$ cat src/rtl/arbiter_vc_if.sv
// Bundle of the two VC FIFO heads, downstream pause and merged output for arbiter_vc.
// The master side feeds the FIFO heads; the slave side is the arbiter.
interface arbiter_vc_if #(
    parameter int BITNUMBER = 6
);
    logic [BITNUMBER-1:0] vc0_data;
    logic                 vc0_empty;
    logic [BITNUMBER-1:0] vc1_data;
    logic                 vc1_empty;
    logic                 out_pause;
    logic                 vc0_pop;
    logic                 vc1_pop;
    logic [BITNUMBER-1:0] arb_data_out;
    logic                 arb_wr;
    logic                 arb_last_vc;

    modport master (
        output vc0_data, vc0_empty, vc1_data, vc1_empty, out_pause,
        input  vc0_pop, vc1_pop, arb_data_out, arb_wr, arb_last_vc
    );

    modport slave (
        input  vc0_data, vc0_empty, vc1_data, vc1_empty, out_pause,
        output vc0_pop, vc1_pop, arb_data_out, arb_wr, arb_last_vc
    );
endinterface

$ cat src/rtl/arbiter_vc.sv
// Two-VC merge arbiter: pops one FWFT head per cycle and registers it for the downstream FIFO.
// Define ARB_RR_EN for round-robin between VCs; otherwise VC0 has strict priority.
module arbiter_vc #(
    parameter int BITNUMBER = 6
) (
    input  logic        clk,
    input  logic        reset,
    arbiter_vc_if.slave bus
);

    typedef enum logic [1:0] {
        IDLE  = 2'd0,
        LAST0 = 2'd1,
        LAST1 = 2'd2
    } state_e;

    state_e               state_q;
    logic                 wr_q;
    logic [BITNUMBER-1:0] data_q;
    logic [BITNUMBER-1:0] data_d;
    logic                 grant0;
    logic                 grant1;
    logic                 prefer1;

`ifdef ARB_RR_EN
    assign prefer1 = (state_q == LAST0);
`else
    assign prefer1 = 1'b0;
`endif

    // Pops are held off while reset is low so neither FIFO loses a word.
    always_comb begin
        grant0 = 1'b0;
        grant1 = 1'b0;
        if (reset && !bus.out_pause) begin
            if (!bus.vc0_empty && (bus.vc1_empty || !prefer1)) begin
                grant0 = 1'b1;
            end else if (!bus.vc1_empty) begin
                grant1 = 1'b1;
            end
        end
    end

    assign data_d = grant1 ? bus.vc1_data : bus.vc0_data;

    always_ff @(posedge clk or negedge reset) begin
        if (!reset) begin
            state_q <= IDLE;
            wr_q    <= 1'b0;
            data_q  <= '0;
        end else begin
            wr_q <= grant0 | grant1;
            if (grant0 || grant1) begin
                data_q  <= data_d;
                state_q <= grant1 ? LAST1 : LAST0;
            end
        end
    end

    assign bus.vc0_pop      = grant0;
    assign bus.vc1_pop      = grant1;
    assign bus.arb_wr       = wr_q;
    assign bus.arb_data_out = data_q;
    // The state register already records the VC of the last forwarded word.
    assign bus.arb_last_vc  = (state_q == LAST1);

endmodule

$ cat src/flat_wrapper.sv
// flat-port wrapper written by rule: the top's interface ports become plain ports
module arbiter_vc_flat 
#(
    parameter int BITNUMBER = 6
)
  (clk, reset, bus_vc0_data, bus_vc0_empty, bus_vc1_data, bus_vc1_empty, bus_out_pause, bus_vc0_pop, bus_vc1_pop, bus_arb_data_out, bus_arb_wr, bus_arb_last_vc);
  arbiter_vc_if #(.BITNUMBER(BITNUMBER)) bus_i ();
  input  logic clk;
  input  logic reset;
  input wire logic [$bits(bus_i.vc0_data)-1:0] bus_vc0_data;
  input wire logic [$bits(bus_i.vc0_empty)-1:0] bus_vc0_empty;
  input wire logic [$bits(bus_i.vc1_data)-1:0] bus_vc1_data;
  input wire logic [$bits(bus_i.vc1_empty)-1:0] bus_vc1_empty;
  input wire logic [$bits(bus_i.out_pause)-1:0] bus_out_pause;
  output wire logic [$bits(bus_i.vc0_pop)-1:0] bus_vc0_pop;
  output wire logic [$bits(bus_i.vc1_pop)-1:0] bus_vc1_pop;
  output wire logic [$bits(bus_i.arb_data_out)-1:0] bus_arb_data_out;
  output wire logic [$bits(bus_i.arb_wr)-1:0] bus_arb_wr;
  output wire logic [$bits(bus_i.arb_last_vc)-1:0] bus_arb_last_vc;
  assign bus_i.vc0_data = bus_vc0_data;
  assign bus_i.vc0_empty = bus_vc0_empty;
  assign bus_i.vc1_data = bus_vc1_data;
  assign bus_i.vc1_empty = bus_vc1_empty;
  assign bus_i.out_pause = bus_out_pause;
  assign bus_vc0_pop = bus_i.vc0_pop;
  assign bus_vc1_pop = bus_i.vc1_pop;
  assign bus_arb_data_out = bus_i.arb_data_out;
  assign bus_arb_wr = bus_i.arb_wr;
  assign bus_arb_last_vc = bus_i.arb_last_vc;
  arbiter_vc #(.BITNUMBER(BITNUMBER)) u_core (.clk(clk), .reset(reset), .bus(bus_i));
endmodule
$ cat config.mk
export PLATFORM = sky130hd
export DESIGN_NAME = arbiter_vc_flat
export DESIGN_NICKNAME = d
export VERILOG_FILES = /design/src/rtl/arbiter_vc_if.sv /design/src/rtl/arbiter_vc.sv /design/src/flat_wrapper.sv
export SDC_FILE = /design/constraint.sdc
export NUM_CORES = 1
export LEC_CHECK = 0
export BUFFER_PORTS_ARGS = -buffer_cell sky130_fd_sc_hd__clkbuf_2
export CELL_PAD_IN_SITES_DETAIL_PLACEMENT = 0
export CELL_PAD_IN_SITES_GLOBAL_PLACEMENT = 2
export CORE_MARGIN = 1
export CORE_UTILIZATION = 23
export CTS_CLUSTER_SIZE = 12
export DETAILED_ROUTE_END_ITERATION = 16
export MAX_ROUTING_LAYER = met4
export PLACE_DENSITY = 0.79
export SLEW_MARGIN = 40
export SYNTH_ARGS = -nofsm -noshare
export SYNTH_HDL_FRONTEND = slang
export SYNTH_SLANG_ARGS = --single-unit
$ cat constraint.sdc
create_clock -name clk -period 1.4 [get_ports clk]
set_clock_uncertainty 0.15 [all_clocks]
set_input_delay 0.35 -clock clk [delete_from_list [all_inputs] [get_ports clk]]
set_output_delay 0.35 -clock clk [all_outputs]
set_load 0.005 [all_outputs]
Word level (Yosys, flattened, before mapping)
Cells that the tools add are included.
{"block": "classes", "n_bitwise": 1, "reduce_logical": 3, "eq_ne": 1, "n_mux": 7}
{"op": "$mux 6", "n": 1}
{"op": "$mux 1", "n": 5}
{"op": "$eq 2x2->1 const B", "n": 1}
{"op": "$mux 2", "n": 1}
{"op": "$logic_and 1x1->1", "n": 1}
{"op": "$logic_not 1->1", "n": 1}
{"op": "$logic_or 1x1->1", "n": 1}
{"op": "$or 1x1->1", "n": 1}
{"block": "totals", "inputBits": 17, "ff_bits": 9}

Longest topological paths before layout
{"block": "depth", "depth_word": 4, "depth_mapped": 4, "ltp_nobuf": 3}

Worst setup path before layout
OpenSTA, ideal clock, no wires.
{"block": "synth_timing", "kind": "input-to-output", "from": "input reset", "to": "output bus_vc1_pop", "required_time_ps": 900, "arrival_ps": 865, "path_buffers": 1, "path_stages": 3, "path_slack_ps": 35, "path_cell_list": "nor2b_1 > clkbuf_1 > and3_1"}
{"block": "synth_via", "elab_chain_len": 2}
{"element": "start, declared", "line_no": "flat_wrapper.sv:9", "text": "input logic reset;"}
{"element": "$logic_and 1x1->1", "line_no": "arbiter_vc.sv:35", "text": "if (reset && !bus.out_pause) begin"}
{"element": "$mux 1", "line_no": "arbiter_vc.sv:35"}
{"element": "end, declared", "line_no": "flat_wrapper.sv:16", "text": "output wire logic [$bits(bus_i.vc1_pop)-1:0] bus_vc1_pop;"}
No other way between the ends.

Worst setup path in the final report
{"block": "layout_timing", "from": "register u_core.state_q[0]", "to": "output bus_arb_last_vc"}
{"block": "layout_via", "elab_chain_len": 1}
{"element": "start, declared", "line_no": "arbiter_vc.sv:17", "text": "state_e state_q;"}
{"element": "start signal, assigned", "line_no": "arbiter_vc.sv:55", "text": "state_q <= grant1 ? LAST1 : LAST0;"}
{"element": "$eq 2x2->1", "line_no": "arbiter_vc.sv:65", "text": "assign bus.arb_last_vc = (state_q == LAST1);"}
{"element": "end, declared", "line_no": "flat_wrapper.sv:19", "text": "output wire logic [$bits(bus_i.arb_last_vc)-1:0] bus_arb_last_vc;"}
No other way between the ends.

==> reports/results.ini <==
[status]
outcome = completed

[placed_design]
portBuffers = 26
placed_area_sq_um = 684
routabilityCongestion = 0.735
dp_cells = 105
hpwl_mm = 1.08

[routing]
first_pass_iters = 3
wire_per_inst_microns = 12.5
ant_nets = 0
drc = 0
routed_wl_mm = 1.41
vias_per_cell = 4.62
vias = 522
drt_iter0_markers = 6

[synth]
yosysUniqueCellTypes = 15
synthTopCellsByCount = dfrtp_1 (9), nor2_1 (8), a211oi_1 (6), nor3_1 (6), o22ai_2 (6)
syn_nets = 65
ys.flop_type = dfrtp_1
synth_area_leaders = dfrtp_1 (46%), o22ai_2 (15%), a211oi_1 (9.3%), nor3_1 (6.2%), nor2_1 (6.2%)
synthArstFlopShare = 1.00
synth_top_area_cell = dfrtp_1
synthMostInstantiatedCell = dfrtp_1
synth_area_per_cell_sq_um = 10.1
synth-edff-count = 0
netlist_area_sq_um = 485
yosysWarnings = 0
synthCells = 48
synth_top_area_frac = 0.464
ys_seq_area_frac = 0.464
ys_ff_latch = 9

[timing]
fmax_mhz = 726
fin_crit_ns = 1.38
finalSetupViolCount = 0
holdWs_ns = 0.152
slew_headroom = 0.773
tightestPinTransition_ns = 0.340
slew_violations = 0
setup_tns_ns = 0
hold_viol_final = 0
period_share = 0.983
grt_setup_unrepaired = true

[worst_hold_path]
worstHoldEndpoint = u_core.bus.arb_wr$_DFF_PN0_
min_from = bus_vc1_empty
holdCritPathClass = input pin to flop
hold_depth = 2

[final_layout]
final_cells = 113
design_area_sq_um = 792
n_antenna_cell = 0
layout.nets = 104
finish.utilization = 0.400
drive_above_1_share = 0.581
syn2layout_area_growth_pct = 63.1

[setup_path]
crit_buf_inv = 1
r2r_cells = 2
crit_chain = nor2b_1 -> buf_2
crit_fanout = 2
path_class = flop to output pin
slowest_stage = dfrtp_1
end_kind = output pin
r2r_end = u_core.bus.arb_data_out[2]$_DFFE_PN0P_
rrSetupSlack_ns = 0.41
worst_ep_arrival_time_ns = 0.88
crit_required_ns = 0.90
worstSetupStartpointType = flop
startpoint = u_core.state_q[0]$_DFFE_PN0P_
worst_path_largest_cell_delay_ns = 0.38
rr_startpoint = u_core.bus.arb_data_out[2]$_DFFE_PN0P_
cp_top_family = flip-flops

[cts]
cts_tree = built
cts_inserted_buffers = 3
cts-htree-levels = 1
insertion_delay_ns = 0.26
clk_pin_slew_ns = 0.06
root_buffer = clkbuf_4
cts_sinks = 9
clockBufferDepth = 2

[floorplan]
fp.dieH_microns = 47.9
start_util = 0.245
dieArea_sq_um = 2300
io_pins = 27
rows = 16
fp.dieW_microns = 47.9
core_sq_um = 1980

[grt]
grt_pass1_vias = 465
grt.overflow.total = 0
grt_usage = 0.136
antenna_found_initial = 0
grt_max_degree = 13
grt_pass1_wl_mm = 1.98

[pwr]
clockPowerShare = 0.262
power_frac_seq = 0.441
combPwrFrac = 0.297
p_per_area_nw_per_um2 = 979
p_leak_nw = 0.381
worst_ir_drop_vdd_mv = 0.348
intPower_uw = 550
p_sw_frac = 0.291
p_switching_uw = 226

[run]
drv_cap = 0

-- cell usage in the layout (no fill, tap or decap), types with 2 or more instances in the layout --
cell type	count
a211oi_1	6
a21oi_1	2
buf_4	9
buf_6	2
clkbuf_2	23
clkbuf_4	3
dfrtp_1	9
dlygate4sd3_1	2
nor2_1	7
nor3_1	6
o22ai_2	6
-- layer usage --
| layer | part of all wire | global-route usage | vias up |
|---|---|---|---|
| met5 | 0 | - | - |
| li1 | - | - | 254 |
| met4 | 0.0042 | 0.0667 | 0 |
| met2 | 0.53 | 0.211 | 19 |
| met1 | 0.41 | 0.150 | 247 |
| met3 | 0.057 | 0.0566 | 2 |
-- power by group through the flow --
stage | logic, mW | clock network, mW | registers (mW)
after floorplan | 0.0968 | 0 | 0.347
after global placement | 0.199 | 0 | 0.347
after detailed placement | 0.202 | 0 | 0.348
after CTS | 0.217 | 0.212 | 0.343
after global routing | 0.261 | 0.236 | 0.349
final | 0.230 | 0.203 | 0.342
-- flip-flops by register name, summed over array words and instances (netlist names) --
name and count:
u_core.bus.arb_data_out 6, u_core.bus.arb_wr 1, u_core.state_q 2
-- kinds of logic (layout without fill, tap and decap cells) --
logic type / count (synthesis) / after routing / share of synthesized area
AOI/OAI and AO/OA: 15 / 15 / 0.284
buffers and inverters: 5 / 43 / 0.0593
DFF: 9 / 9 / 0.464
and+or+nand+nor: 19 / 19 / 0.193
-- layout make-up --
cell class | count | area (sq um)
Sequential cell | 9 | 225
Fill cell | 209 | 1190
Timing Repair Buffer | 38 | 244
Multi-Input combinational cell | 34 | 259
Inverter | 1 | 3.75
Tap cell | 27 | 33.8
Clock buffer | 4 | 26.3
-- worst max path at each step --
| stage | end | slack [ns] | cells past startpoint |
|---|---|---|---|
| after floorplan | bus_vc1_pop | 0.04 | 3 |
| after detailed placement | u_core.bus.arb_data_out[5]$_DFFE_PN0P_ | -0.13 | 4 |
| after global placement | u_core.bus.arb_data_out[5]$_DFFE_PN0P_ | -0.13 | 4 |
| after CTS | bus_arb_last_vc | 0.004 | 2 |
| after global routing | bus_arb_last_vc | -0.02 | 2 |
| final | bus_arb_last_vc | 0.02 | 2 |
-- worst register-to-register path: stages (launching register included) --
cell and delay [ns]:
dfrtp_1 0.38, o22ai_2 0.09, a211oi_1 0.27
-- metrics by stage --
stage          power (mW)  setup slack, ns
3_5_place_dp        0.550           -0.128
2_1_floorplan       0.443           0.0354
4_1_cts             0.772          0.00365
6_report            0.775           0.0234
5_1_grt             0.845          -0.0175
3_3_place_gp        0.546           -0.130
-- repair_timing --
item	in CTS	in global routing
pin swaps	2	0
gates resized for setup	6	6
endpoints found under the setup margin	2	3
setup buffers	1	2
endpoints found under the hold margin	9	0
hold buffers	2	0
(Power assumes the default switching activity.)
